## src/rtl/keypad_pkg.sv

```systemverilog
// Shared sizes, state/result encodings and the row-priority helper for the keypad scanner.
package keypad_pkg;

  localparam int NCOL = 5;
  localparam int NROW = 4;
  localparam int CW   = 3;

  typedef logic [CW-1:0] coord_t;

  typedef enum logic [1:0] {
    RELEASED,
    PRESS_PEND,
    PRESSED,
    RELEASE_PEND
  } deb_state_e;

  typedef enum logic [1:0] {
    NONE,
    SINGLE,
    MULTI
  } frame_res_e;

  // 1-based index of the lowest-numbered asserted row, 0 when none is asserted.
  function automatic coord_t lowest_row(input logic [NROW-1:0] low);
    coord_t r;
    r = '0;
    for (int j = NROW - 1; j >= 0; j--) begin
      if (low[j]) r = coord_t'(j + 1);
    end
    return r;
  endfunction

endpackage

```

## src/rtl/sync2.sv

```systemverilog
// Two-flop synchronizer for the asynchronous row sense lines; idles high like the pulled-up rows.
module sync2 #(
  parameter int WIDTH = 4
) (
  input  logic             clk_i,
  input  logic             rst_i,
  input  logic [WIDTH-1:0] d_i,
  output logic [WIDTH-1:0] q_o
);

  logic [WIDTH-1:0] meta_q;
  logic [WIDTH-1:0] sync_q;

  always_ff @(posedge clk_i) begin
    if (rst_i) begin
      meta_q <= '1;
      sync_q <= '1;
    end else begin
      meta_q <= d_i;
      sync_q <= meta_q;
    end
  end

  assign q_o = sync_q;

endmodule

```

## src/rtl/keypad_scan.sv

```systemverilog
// Column-walking 5x4 keypad scanner with whole-frame debounce and a one-cycle new-press strobe.
//   state        | meaning
//   RELEASED     | no key held, waiting for a single-key frame
//   PRESS_PEND   | candidate key seen in cnt consecutive frames
//   PRESSED      | key accepted and presented on col/row
//   RELEASE_PEND | held key missing for cnt consecutive frames
module keypad_scan
  import keypad_pkg::*;
#(
  parameter int SCAN_DIV  = 1000,
  parameter int DEB_SCANS = 4
) (
  input  logic            clk,
  input  logic            rst,
  output logic [NCOL-1:0] col_n,
  input  logic [NROW-1:0] row_n,
  output logic [CW-1:0]   col,
  output logic [CW-1:0]   row,
  output logic            key_valid,
  output logic            key_pulse
);

  localparam int SW = (SCAN_DIV > 1) ? $clog2(SCAN_DIV) : 1;
  localparam int DW = $clog2(DEB_SCANS + 1);
  localparam logic [SW-1:0] SLOT_LAST = SW'(SCAN_DIV - 1);
  localparam logic [DW-1:0] DEB_LAST  = DW'(DEB_SCANS);
  localparam logic [CW-1:0] COL_LAST  = CW'(NCOL - 1);

  logic [NROW-1:0] row_s;
  logic [NROW-1:0] row_low;
  logic [SW-1:0]   slot_q;
  logic [CW-1:0]   colidx_q;
  coord_t          samp_col;
  logic            sample;
  logic            frame_end;

  logic            acc_hit_q, acc_multi_q;
  coord_t          acc_col_q, acc_row_q;
  logic            mrg_hit, mrg_multi;
  coord_t          mrg_col, mrg_row;
  frame_res_e      res_kind;

  deb_state_e      state_q, state_d;
  logic [DW-1:0]   cnt_q, cnt_d, cnt_inc;
  coord_t          cand_col_q, cand_col_d, cand_row_q, cand_row_d;
  coord_t          col_q, col_d, row_q, row_d;
  logic            valid_q, valid_d, pulse_q, pulse_d;
  logic            res_key, same_cand, same_held;

  sync2 #(.WIDTH(NROW)) u_sync (
    .clk_i (clk),
    .rst_i (rst),
    .d_i   (row_n),
    .q_o   (row_s)
  );

  assign row_low   = ~row_s;
  assign samp_col  = colidx_q + CW'(1);
  assign sample    = (slot_q == SLOT_LAST);
  assign frame_end = sample && (colidx_q == COL_LAST);
  assign col_n     = ~(NCOL'(1) << colidx_q);

  always_ff @(posedge clk) begin
    if (rst) begin
      slot_q   <= '0;
      colidx_q <= '0;
    end else if (sample) begin
      slot_q   <= '0;
      colidx_q <= (colidx_q == COL_LAST) ? '0 : colidx_q + CW'(1);
    end else begin
      slot_q <= slot_q + SW'(1);
    end
  end

  // Merge the current sample into the running frame so the frame-end decision sees it too.
  always_comb begin
    mrg_hit   = acc_hit_q;
    mrg_multi = acc_multi_q;
    mrg_col   = acc_col_q;
    mrg_row   = acc_row_q;
    if (sample && (row_low != '0)) begin
      if (((row_low & (row_low - NROW'(1))) != '0) || (acc_hit_q && (acc_col_q != samp_col)))
        mrg_multi = 1'b1;
      if (!acc_hit_q) begin
        mrg_col = samp_col;
        mrg_row = lowest_row(row_low);
      end
      mrg_hit = 1'b1;
    end
  end

  always_comb begin
    if (!mrg_hit)      res_kind = NONE;
    else if (mrg_multi) res_kind = MULTI;
    else               res_kind = SINGLE;
  end

  always_ff @(posedge clk) begin
    if (rst || frame_end) begin
      acc_hit_q   <= 1'b0;
      acc_multi_q <= 1'b0;
      acc_col_q   <= '0;
      acc_row_q   <= '0;
    end else begin
      acc_hit_q   <= mrg_hit;
      acc_multi_q <= mrg_multi;
      acc_col_q   <= mrg_col;
      acc_row_q   <= mrg_row;
    end
  end

  assign res_key   = (res_kind == SINGLE);
  assign same_cand = (mrg_col == cand_col_q) && (mrg_row == cand_row_q);
  assign same_held = (mrg_col == col_q) && (mrg_row == row_q);
  assign cnt_inc   = cnt_q + DW'(1);

  always_comb begin
    state_d    = state_q;
    cnt_d      = cnt_q;
    cand_col_d = cand_col_q;
    cand_row_d = cand_row_q;
    col_d      = col_q;
    row_d      = row_q;
    valid_d    = valid_q;
    pulse_d    = 1'b0;
    if (frame_end) begin
      case (state_q)
        RELEASED: begin
          if (res_key) begin
            if (DEB_SCANS <= 1) begin
              state_d = PRESSED;
              col_d   = mrg_col;
              row_d   = mrg_row;
              valid_d = 1'b1;
              pulse_d = 1'b1;
              cnt_d   = '0;
            end else begin
              state_d    = PRESS_PEND;
              cand_col_d = mrg_col;
              cand_row_d = mrg_row;
              cnt_d      = DW'(1);
            end
          end
        end
        PRESS_PEND: begin
          if (!res_key) begin
            state_d = RELEASED;
            cnt_d   = '0;
          end else if (same_cand) begin
            cnt_d = cnt_inc;
            if (cnt_inc == DEB_LAST) begin
              state_d = PRESSED;
              col_d   = mrg_col;
              row_d   = mrg_row;
              valid_d = 1'b1;
              pulse_d = 1'b1;
              cnt_d   = '0;
            end
          end else begin
            cand_col_d = mrg_col;
            cand_row_d = mrg_row;
            cnt_d      = DW'(1);
          end
        end
        PRESSED: begin
          if (!(res_key && same_held)) begin
            if (DEB_SCANS <= 1) begin
              state_d = RELEASED;
              col_d   = '0;
              row_d   = '0;
              valid_d = 1'b0;
              cnt_d   = '0;
            end else begin
              state_d = RELEASE_PEND;
              cnt_d   = DW'(1);
            end
          end
        end
        RELEASE_PEND: begin
          if (res_key && same_held) begin
            state_d = PRESSED;
            cnt_d   = '0;
          end else begin
            cnt_d = cnt_inc;
            if (cnt_inc == DEB_LAST) begin
              state_d = RELEASED;
              col_d   = '0;
              row_d   = '0;
              valid_d = 1'b0;
              cnt_d   = '0;
            end
          end
        end
        default: state_d = RELEASED;
      endcase
    end
  end

  always_ff @(posedge clk) begin
    if (rst) begin
      state_q    <= RELEASED;
      cnt_q      <= '0;
      cand_col_q <= '0;
      cand_row_q <= '0;
      col_q      <= '0;
      row_q      <= '0;
      valid_q    <= 1'b0;
      pulse_q    <= 1'b0;
    end else begin
      state_q    <= state_d;
      cnt_q      <= cnt_d;
      cand_col_q <= cand_col_d;
      cand_row_q <= cand_row_d;
      col_q      <= col_d;
      row_q      <= row_d;
      valid_q    <= valid_d;
      pulse_q    <= pulse_d;
    end
  end

  assign col       = col_q;
  assign row       = row_q;
  assign key_valid = valid_q;
  assign key_pulse = pulse_q;

endmodule

```

## config.mk

```make
export PLATFORM = sky130hd
export DESIGN_NAME = keypad_scan
export DESIGN_NICKNAME = d
export VERILOG_FILES = /design/src/rtl/keypad_pkg.sv /design/src/rtl/sync2.sv /design/src/rtl/keypad_scan.sv
export SDC_FILE = /design/constraint.sdc
export NUM_CORES = 1
export LEC_CHECK = 0
export BUFFER_PORTS_ARGS = -buffer_cell sky130_fd_sc_hd__buf_2
export CAP_MARGIN = 25
export CORE_MARGIN = 5
export CORE_UTILIZATION = 64
export DETAILED_ROUTE_END_ITERATION = 10
export PLACE_DENSITY = 0.89
export SYNTH_ARGS = -nofsm -noshare
export SYNTH_HDL_FRONTEND = slang
export SYNTH_SLANG_ARGS = --single-unit
export TNS_END_PERCENT = 10
```

## constraint.sdc

```tcl
create_clock -name clk -period 7.6 [get_ports clk]
set_clock_uncertainty 0.15 [all_clocks]
set_input_delay 0.76 -clock clk [delete_from_list [all_inputs] [get_ports clk]]
set_output_delay 0.76 -clock clk [all_outputs]
set_load 0.005 [all_outputs]
```

==> results of run 1 <==
-- per-layer routing --
metal	track usage [%]	wire [microns]
met5	0	0
met4	7.51	80
met3	4.32	358
met2	37.9	2660
met1	28.7	2510
-- Yosys cell counts, types with 3 or more instances --
master | count | area [sq um]
o21ai_0 | 6 | 30.0
nand3b_1 | 3 | 22.5
and2_1 | 4 | 25.0
nand2b_1 | 9 | 56.3
a211oi_1 | 4 | 30.0
nor4_1 | 8 | 50.1
nand3_1 | 11 | 55.1
xor2_1 | 16 | 140
nand2_1 | 24 | 90.1
dfxtp_1 | 48 | 961
inv_1 | 17 | 63.8
nor2b_1 | 10 | 62.6
a31oi_1 | 3 | 18.8
or2_2 | 11 | 68.8
clkbuf_1 | 9 | 33.8
nor2_1 | 37 | 139
a221oi_1 | 3 | 26.3
buf_6 | 3 | 33.8
ha_1 | 9 | 113
xnor2_1 | 7 | 61.3
mux2i_1 | 13 | 130
a21boi_0 | 3 | 22.5
o211ai_1 | 4 | 30.0
-- area by class of cell --
cell class	count	area, sq um	area share (%)
well taps	50	62.6	2.18
clock buffers	6	82.6	2.88
multi-input cells	224	1570	54.7
flip-flops and latches	48	961	33.5
clock inverters	2	38.8	1.35
repair buffers	18	90.1	3.14
inverters	17	63.8	2.23
-- sequential cells by signal (all words and copies together), names as in the netlist --
signal / flops
cand_col_q: 3
state_q: 2
acc_col_q: 3
u_sync.meta_q: 4
cnt_q: 3
cand_row_q: 3
slot_q: 10
key_valid: 1
acc_multi_q: 1
key_pulse: 1
u_sync.q_o: 4
acc_row_q: 3
colidx_q: 3
row: 3
acc_hit_q: 1
col: 3
-- logic make-up after synthesis --
family | count (synthesis)
adder cells (fa/ha/maj) | 9
AND/OR/NAND/NOR | 136
buffers and inverters | 30
AO/OA/AOI/OAI | 42
flip-flops | 48
multiplexers | 14
XOR/XNOR | 23
-- path summary, 6_finish.rpt --
path	startpoint	end	slack, ps	cells past startpoint
setup / recovery	slot_q[3]	key_valid	4240	7
hold / removal	u_sync.meta_q[0]	u_sync.q_o[0]	260	1
setup reg to reg	slot_q[3]	key_valid	4240	7
hold reg to reg	u_sync.meta_q[0]	u_sync.q_o[0]	260	1
-- per-stage QoR --
step | util, % | instances | hold WS (ps)
2_1_floorplan | - | 302 | 239
3_3_place_gp | 68.2 | 357 | 241
3_5_place_dp | 68.2 | 357 | 247
4_1_cts | 71.2 | 365 | 267
5_1_grt | 71.2 | 365 | 292
6_report | 71.2 | 365 | 264
-- critical path, cell delays in order (launching register included) --
cell and delay (ps):
dfxtp_1 350, nand4bb_1 500, or4_4 640, or2_4 270
o21a_4 240, nor3_2 280, a32o_1 490, mux2_4 340
-- power by group through the flow --
stage / Clock [mW] / Combinational, mW / Sequential [mW]
finish: 0.197 / 0.0183 / 0.257
global route: 0.210 / 0.0207 / 0.258
CTS: 0.197 / 0.0184 / 0.257
detailed placement: 0 / 0.0183 / 0.263
global placement: 0 / 0.0177 / 0.263
floorplan: 0 / 0.0148 / 0.262
==> results.ini, run 1 <==
[floorplan]
rows=23
die_w_microns=74.5
start_util_pct=66.2
design.die.area_sq_um=5560
num_io_pins=19
core_sq_um=4030
die_h_microns=74.5

[layout]
diodes=0
final_cell_mix=48 x dfxtp_1, 37 x nor2_1, 24 x nand2_1, 18 x buf_2, 17 x inv_1
num-fill-cells=309
layout_commonest_cell=dfxtp_1
nets=329
drive_above_1_share_pct=15.9
final_area_sq_um=2870
area_growth_pct=7.56

[logic_synthesis]
syn_avg_cell_area_sq_um=8.83
async_flop_share_pct=0
ys_seq_area_share_pct=36.0
synth_fp_nets=317
synthAdderAreaFrac_pct=4.22
yosysUniqueCellTypes=56
synth_compound_area_share_pct=13.6
ys_warn_count=0
synth_top_family_by_area=simple AND/OR/NAND/NOR gates
synth_xor_area_share_pct=7.56
ys.flop_type=dfxtp_1
synth_edf_count=0
synth_simple_gate_area_share_pct=28.1
syn-cell-area_sq_um=2670
synth-seq-cells=48
synthCells=302
muxShareOfSynthArea_pct=5.44

[clock_network]
htreeDepth=2
post-cts-setup-buffer-count=0
clk_pin_slew_ps=100
cts_resized=0
cts_tree=yes
clkSinkCount=48
clk_latency_ps=320
cts-root-buf=clkbuf_8
hold_buffers=0
cts_buffer_depth=2
numCtsBuffers=5

[flow_run]
cap_violations=0

[timing]
rsz0062_at_grt=no
worstMarginPinSlew_ps=695
min_period_over_period_pct=44.3
setup_viol=0
finalHoldViolations=0
final.setup.tns_ps=0
fin_ws_ps=4240
max_freq_mhz=297
slew_violations=0
min_period_ps=3360
slew_headroom_pct=53.5

[power]
swShare_pct=21.8
p_clk_share_pct=41.6
peakVddDrop_mv=0.0996
switching_power_uw=103
power_density_nw_per_um2=165
p_leak_nw=1.13
internal_power_uw=369
seqPwrFrac_pct=54.5
design_power_total_uw=472
comb_power_share_pct=3.9

[detailed_routing]
wl_per_cell_microns=15.4
finalWirelength_mm=5.61
final_antenna_net_count=0
drt-pass1-iter-count=6
vias_per_cell=5.95
remaining_drc_errors=0
drtIter0Drc=161
vias=2170

[setup_path]
worstSetupEndpointType=flop
critPathMaxFanout=9
start_kind=flop
critical_path_class=reg -> reg
worstPathArrival_ps=3430
cp.required_ps=7670

[placement]
gp_congestion=0.957
dp_slack_ps=4240
numPortBuffers=18
placedInstanceArea_sq_um=2750
place_hpwl_mm=4.14

[global_route]
grt_pass1_vias=2130
grt_max_degree=36
grt_pass1_wl_mm=9.63
grt_use_total_pct=22.4
grt-ovfl-total=0
antenna_found_initial=0

[hold_path]
hold_path_class=reg -> reg

[run_status]
status=complete, no violations

Power figures use the tool's default switching activity.
==> run 2: changes to the inputs <==
- CORE_UTILIZATION: 64 -> 60
- PLACE_DENSITY: 0.89 -> 0.84
- clock period: 7.6 -> 3.3 ns (I/O delays scaled with it)
==> results.ini, run 2 (synthesis gave the netlist of run 1 again) <==
[run_status]
status=complete, no violations

[layout]
nets=332  ; +0.91%
fin_cells=370  ; +1.4%
layout_commonest_cell=dfxtp_1
largest_reg_flops=10  ; unchanged
area_growth_pct=8.12
final_cell_mix=47 x dfxtp_1, 37 x nor2_1, 24 x nand2_1, 18 x buf_2, 17 x inv_1
top_register=slot_q
num-fill-cells=363  ; +17%
drive_above_1_share_pct=17.6  ; +1.7 points
diodes=0  ; unchanged
final_area_sq_um=2880  ; +0.52%

[hold_path]
hp-start=row_n[0]
hold_path_class=in -> reg
timing.hold.worst_path_depth=2  ; +1
min_to=u_sync.meta_q[0]

[setup_path]
worstSetupEndpointType=flop
worstPathArrival_ps=3050  ; -380 ps
worstRegToRegCells=8  ; +1
critical_path_class=reg -> reg
start_kind=flop
critPathMaxFanout=8  ; -1
worstReg2RegEnd=cand_col_q[2]
crit-reg2reg-launch=slot_q[0]
rrSetupSlack_ps=280  ; -3960 ps
cp.required_ps=3330  ; -4340 ps

[placement]
gp_congestion=0.910  ; -4.9%
numPortBuffers=18  ; unchanged
placedCellCount=362  ; +1.4%
place_hpwl_mm=4.29  ; +3.6%
placedInstanceArea_sq_um=2770  ; +0.91%

[global_route]
grt_max_degree=36  ; unchanged
grt_use_total_pct=20.7  ; -1.8 points
grt_pass1_vias=2209  ; +3.7%
grt-ovfl-total=0  ; unchanged
antenna_found_initial=0  ; unchanged
grt_pass1_wl_mm=10.0  ; +4.3%

[clock_network]
post-cts-setup-buffer-count=0  ; unchanged
clk_latency_ps=300  ; -20 ps
clkSinkCount=48  ; unchanged
cts_tree=yes
numCtsBuffers=5  ; unchanged
cts-root-buf=clkbuf_8
cts_buffer_depth=2  ; unchanged
htreeDepth=2  ; unchanged
hold_buffers=0  ; unchanged
clk_pin_slew_ps=90  ; about the same
cts_resized=0  ; unchanged

[floorplan]
die_w_microns=76.7  ; +2.8%
design.die.area_sq_um=5880  ; +5.8%
num_io_pins=19  ; unchanged
die_h_microns=76.7  ; +2.8%
rows=24  ; +4.3%
start_util_pct=61.7  ; -4.5 points
core_sq_um=4320  ; +7.3%

[detailed_routing]
wl_per_cell_microns=15.6  ; +1.2%
met3_length_microns=440  ; +23%
finalWirelength_mm=5.75  ; +2.6%
final_antenna_net_count=0  ; unchanged
wl_met2_mm=2.72  ; +2.3%
drtIter0Drc=178  ; +11%
vias_per_cell=5.97  ; +0.38%
drt-met1-wl_mm=2.45  ; -2.6%
highest_layer=met4
remaining_drc_errors=0  ; unchanged
drt-pass1-iter-count=4  ; -2
vias=2208  ; +1.8%

[power]
power_density_nw_per_um2=347  ; +110%
switching_power_uw=229  ; +120%
comb_power_share_pct=4.2  ; +0.3 points
peakVddDrop_mv=0.276  ; +180%
p_leak_nw=1.13  ; +0.35%
swShare_pct=22.8  ; +1.0 points
design_power_total_mw=1.00  ; +110%
seqPwrFrac_pct=59.2  ; +4.7 points
p_clk_share_pct=36.6  ; -5.0 points
internal_power_uw=772  ; +110%

[timing]
whs_ps=57.6  ; -207 ps
max_freq_mhz=331  ; +11%
slew_violations=0  ; unchanged
setup_viol=0  ; unchanged
min_period_over_period_pct=91.5  ; +47 points
worstMarginPinSlew_ps=630  ; -64.5 ps
min_period_ps=3020  ; -343 ps
finalHoldViolations=0  ; unchanged
final.setup.tns_ps=0  ; unchanged
slew_headroom_pct=57.8  ; +4.3 points
rsz0062_at_grt=no

[flow_run]
cap_violations=0  ; unchanged

-- run 2: power by group through the flow --
stage | clock, mW | combinational, mW | sequential (mW)
after detailed placement | 0 | 0.0418 | 0.606
after floorplan | 0 | 0.0341 | 0.604
final | 0.366 | 0.0419 | 0.593
after global routing | 0.409 | 0.0479 | 0.594
after CTS | 0.376 | 0.0421 | 0.593
after global placement | 0 | 0.0408 | 0.605
-- run 2: how the worst max path moves through the flow --
stage | start | slack, ps | to | cells after the start
global route | slot_q[0] | 100 | cand_col_q[2] | 8
detailed placement | colidx_q[0] | -10 | cand_col_q[2] | 9
finish | slot_q[0] | 280 | cand_col_q[2] | 8
CTS | colidx_q[0] | 30 | cand_row_q[2] | 8
global placement | colidx_q[0] | 290 | key_pulse | 10
floorplan | colidx_q[0] | 320 | key_valid | 11
-- run 2: layer usage --
layer	vias up	GRT usage (%)
li1	1077	-
met4	0	8.57
met2	85	34.2
met5	-	0
met3	17	4.92
met1	1029	25.5
-- run 2: layout make-up --
| type | count | area (sq um) | share of cell area [%] |
|---|---|---|---|
| Timing Repair Buffer | 21 | 113 | 3.91 |
| Inverter | 17 | 63.8 | 2.21 |
| Tap cell | 52 | 65.1 | 2.26 |
| Clock inverter | 2 | 15.0 | 0.521 |
| Clock buffer | 6 | 82.6 | 2.86 |
| Sequential cell | 48 | 962 | 33.4 |
| Multi-Input combinational cell | 224 | 1580 | 54.9 |
-- run 2: per-stage QoR --
stage          util (%)  setup WS [ps]
4_1_cts            66.3           31.5
3_3_place_gp       64.1            292
2_1_floorplan         -            323
5_1_grt            66.7            102
3_5_place_dp       64.1          -14.8
6_report           66.7            279
-- run 2: worst max-delay path: stages, from the launching register on --
cell and delay, ps:
dfxtp_1 360, ha_1 240, nand2_1 150, or4_4 570
or2_4 270, o21a_4 240, o41ai_4 600, mux2i_1 280
nor2_1 60
==> run 3: changes to the inputs <==
- ABC_AREA: not set -> 1
==> results.ini, run 3 <==
[layout]
final_cell_mix=100 x nand2_1, 50 x inv_1, 48 x dfxtp_1, 39 x nor2_1, 26 x a21oi_1
layout_commonest_cell=nand2_1
drive_above_1_share_pct=16.7  ; -0.94 points
diodes=0  ; unchanged
area_growth_pct=8.27
nets=434  ; +31%
top_register=slot_q
largest_reg_flops=10  ; unchanged
num-fill-cells=371  ; +2.2%

[power]
p_clk_share_pct=38.1  ; +1.5 points
seqPwrFrac_pct=58.4  ; -0.8 points
design_power_total_mw=1.01  ; +0.98%
power_density_nw_per_um2=345  ; -0.74%
swShare_pct=25.4  ; +2.5 points
internal_power_uw=754  ; -2.3%
peakVddDrop_mv=0.314  ; +14%
p_leak_nw=1.32  ; +17%
switching_power_uw=256  ; +12%
comb_power_share_pct=3.5  ; -0.7 points

[setup_path]
cpPeakStageDelay_ps=440  ; -160 ps
critPathMaxFanout=6  ; -2
rrSetupSlack_ps=390  ; +110 ps
path_cells=inv_1 > ha_1 > xnor2_1 > nand3_1 > nand2_1 > nand2_1 > nand2_1 > nand3_1 > inv_1 > nand2_1 > nor2_1 > nand4_1 > nand2_1 > nand2_1 > nand2_1 > a21oi_1
worstReg2RegEnd=cnt_q[0]
cp.required_ps=3360  ; +30 ps
worstSetupEndpointType=flop
worstRegToRegCells=16  ; +8
worstPathArrival_ps=2980  ; -70 ps
critical_path_class=reg -> reg
start_kind=flop
crit_top_cell=nand2_1
crit-reg2reg-launch=colidx_q[0]
cp_slowest_cell=dfxtp_1

[clock_network]
cts_tree=yes
cts_buffer_depth=2  ; unchanged
cts_resized=0  ; unchanged
clk_latency_ps=320  ; +20 ps
htreeDepth=2  ; unchanged
post-cts-setup-buffer-count=0  ; unchanged
clkSinkCount=48  ; unchanged
cts-root-buf=clkbuf_8
hold_buffers=0  ; unchanged
numCtsBuffers=5  ; unchanged
clk_pin_slew_ps=100  ; about the same

[timing]
min_period_over_period_pct=88.3  ; -3.2 points
max_freq_mhz=343  ; +3.6%
slew_headroom_pct=54.8  ; -3.0 points
fin_ws_ps=385  ; +106 ps
rsz0062_at_grt=no
slew_violations=0  ; unchanged
worstMarginPinSlew_ps=673  ; +42.4 ps
final.setup.tns_ps=0  ; unchanged
setup_viol=0  ; unchanged
finalHoldViolations=0  ; unchanged
min_period_ps=2910  ; -106 ps

[run_status]
status=complete, no violations

[hold_path]
hp-start=row_n[2]
timing.hold.worst_path_depth=2  ; unchanged
hold_path_class=in -> reg
min_to=u_sync.meta_q[2]

[logic_synthesis]
synth_area_leader_cell=dfxtp_1
ys_seq_area_share_pct=35.5  ; -0.57 points
yosysUniqueCellTypes=35  ; -38%
synth-seq-cells=48  ; unchanged
synth_edf_count=0  ; unchanged
yosysMostFrequentCell=nand2_1
syn-cell-area_sq_um=2710  ; +1.6%
ys.flop_type=dfxtp_1
synth_top_area_share_pct=35.5  ; -0.57 points
synth_fp_nets=414  ; +31%
synth_commonest_cells=100 x nand2_1, 50 x inv_1, 48 x dfxtp_1
syn_avg_cell_area_sq_um=6.79  ; -23%
ys_warn_count=0  ; unchanged
synthCells=399  ; +32%
synth_area_leaders=dfxtp_1 35%, nand2_1 14%, inv_1 6.9%
async_flop_share_pct=0  ; unchanged

[detailed_routing]
wl_per_cell_microns=12.9  ; -17%
final_antenna_net_count=0  ; unchanged
remaining_drc_errors=0  ; unchanged
vias=2571  ; +16%
drtIter0Drc=237  ; +33%
vias_per_cell=5.45  ; -8.7%
finalWirelength_mm=6.11  ; +6.2%
drt-pass1-iter-count=4  ; unchanged

[floorplan]
num_io_pins=19  ; unchanged
die_h_microns=77.2  ; +0.69%
design.die.area_sq_um=5960  ; +1.4%
core_sq_um=4350  ; +0.69%
rows=24  ; unchanged
die_w_microns=77.2  ; +0.69%
start_util_pct=62.2  ; +0.55 points

[placement]
place_hpwl_mm=4.52  ; +5.4%
dp_slack_ps=529  ; +544 ps
numPortBuffers=18  ; unchanged
gp_congestion=0.930  ; +2.1%

[global_route]
grt_max_degree=21  ; -42%
grt_pass1_vias=2398  ; +8.6%
antenna_found_initial=0  ; unchanged
grt_use_total_pct=21.5  ; +0.85 points
grt_pass1_wl_mm=10.7  ; +6.2%
grt-ovfl-total=0  ; unchanged

[flow_run]
cap_violations=0  ; unchanged

==> run 3: worst max-delay path, delay by kind of cell (launching register included) <==
family	cells	cell delay, ps
flip-flops	1	440
AND/OR/NAND/NOR	11	1220
XOR/XNOR	1	250
adder cells (fa/ha/maj)	1	350
AO/OA/AOI/OAI	1	50
buffers and inverters	2	320
==> run 3: power by group through the flow <==
stage / Sequential, mW / Clock (mW) / Combinational [mW]
2_1_floorplan: 0.603 / 0 / 0.0272
3_3_place_gp: 0.604 / 0 / 0.0335
3_5_place_dp: 0.604 / 0 / 0.0351
4_1_cts: 0.590 / 0.385 / 0.0356
5_1_grt: 0.592 / 0.415 / 0.0403
6_report: 0.590 / 0.385 / 0.0349
==> run 3: cell type report <==
cell class	instances	area [sq um]	area share (%)
multi-input combinational	288	1500	51.2
tap	52	65.1	2.22
sequential	48	961	32.8
inverter	58	221	7.55
clock inverter	3	26.3	0.896
timing repair buffer	18	90.1	3.07
clock buffer	5	68.8	2.35
==> run 3: worst max-delay path by stage <==
stage,from,endpoint,slack [ps],cells after the start
finish,colidx_q[0],cnt_q[0],390,16
global route,colidx_q[0],cnt_q[0],130,18
CTS,colidx_q[0],cnt_q[0],420,16
detailed placement,colidx_q[0],cnt_q[0],530,18
global placement,colidx_q[0],cnt_q[0],570,18
floorplan,colidx_q[0],col[0],930,16
==> run 3: kinds of logic after synthesis <==
kind of cell	Yosys count	synth area share, %
adders and majority gates	9	4.16
and+or+nand+nor	231	41.4
DFF	48	35.5
AOI/OAI and AO/OA	43	8.22
xor gates and xnor gates	5	1.62
buffers and inverters	63	9.15
==> run 3: routing by layer <==
metal	global-route usage (%)	wire length, microns	vias up
met1	28.6	2790	1164
li1	-	-	1314
met3	6.09	481	8
met4	6.36	72	0
met5	0	0	-
met2	33.8	2770	85
==> run 3: metrics by stage <==
| stage | util [%] | std cells | cell area, sq um | hold WS (ps) |
|---|---|---|---|---|
| 3_5_place_dp | 65.2 | 464 | 2840 | 244 |
| 2_1_floorplan | - | 399 | 2710 | 239 |
| 4_1_cts | 67.4 | 472 | 2930 | 38.7 |
| 6_report | 67.4 | 472 | 2930 | 40.6 |
| 3_3_place_gp | 65.2 | 464 | 2840 | 240 |
| 5_1_grt | 67.4 | 472 | 2930 | 39.9 |
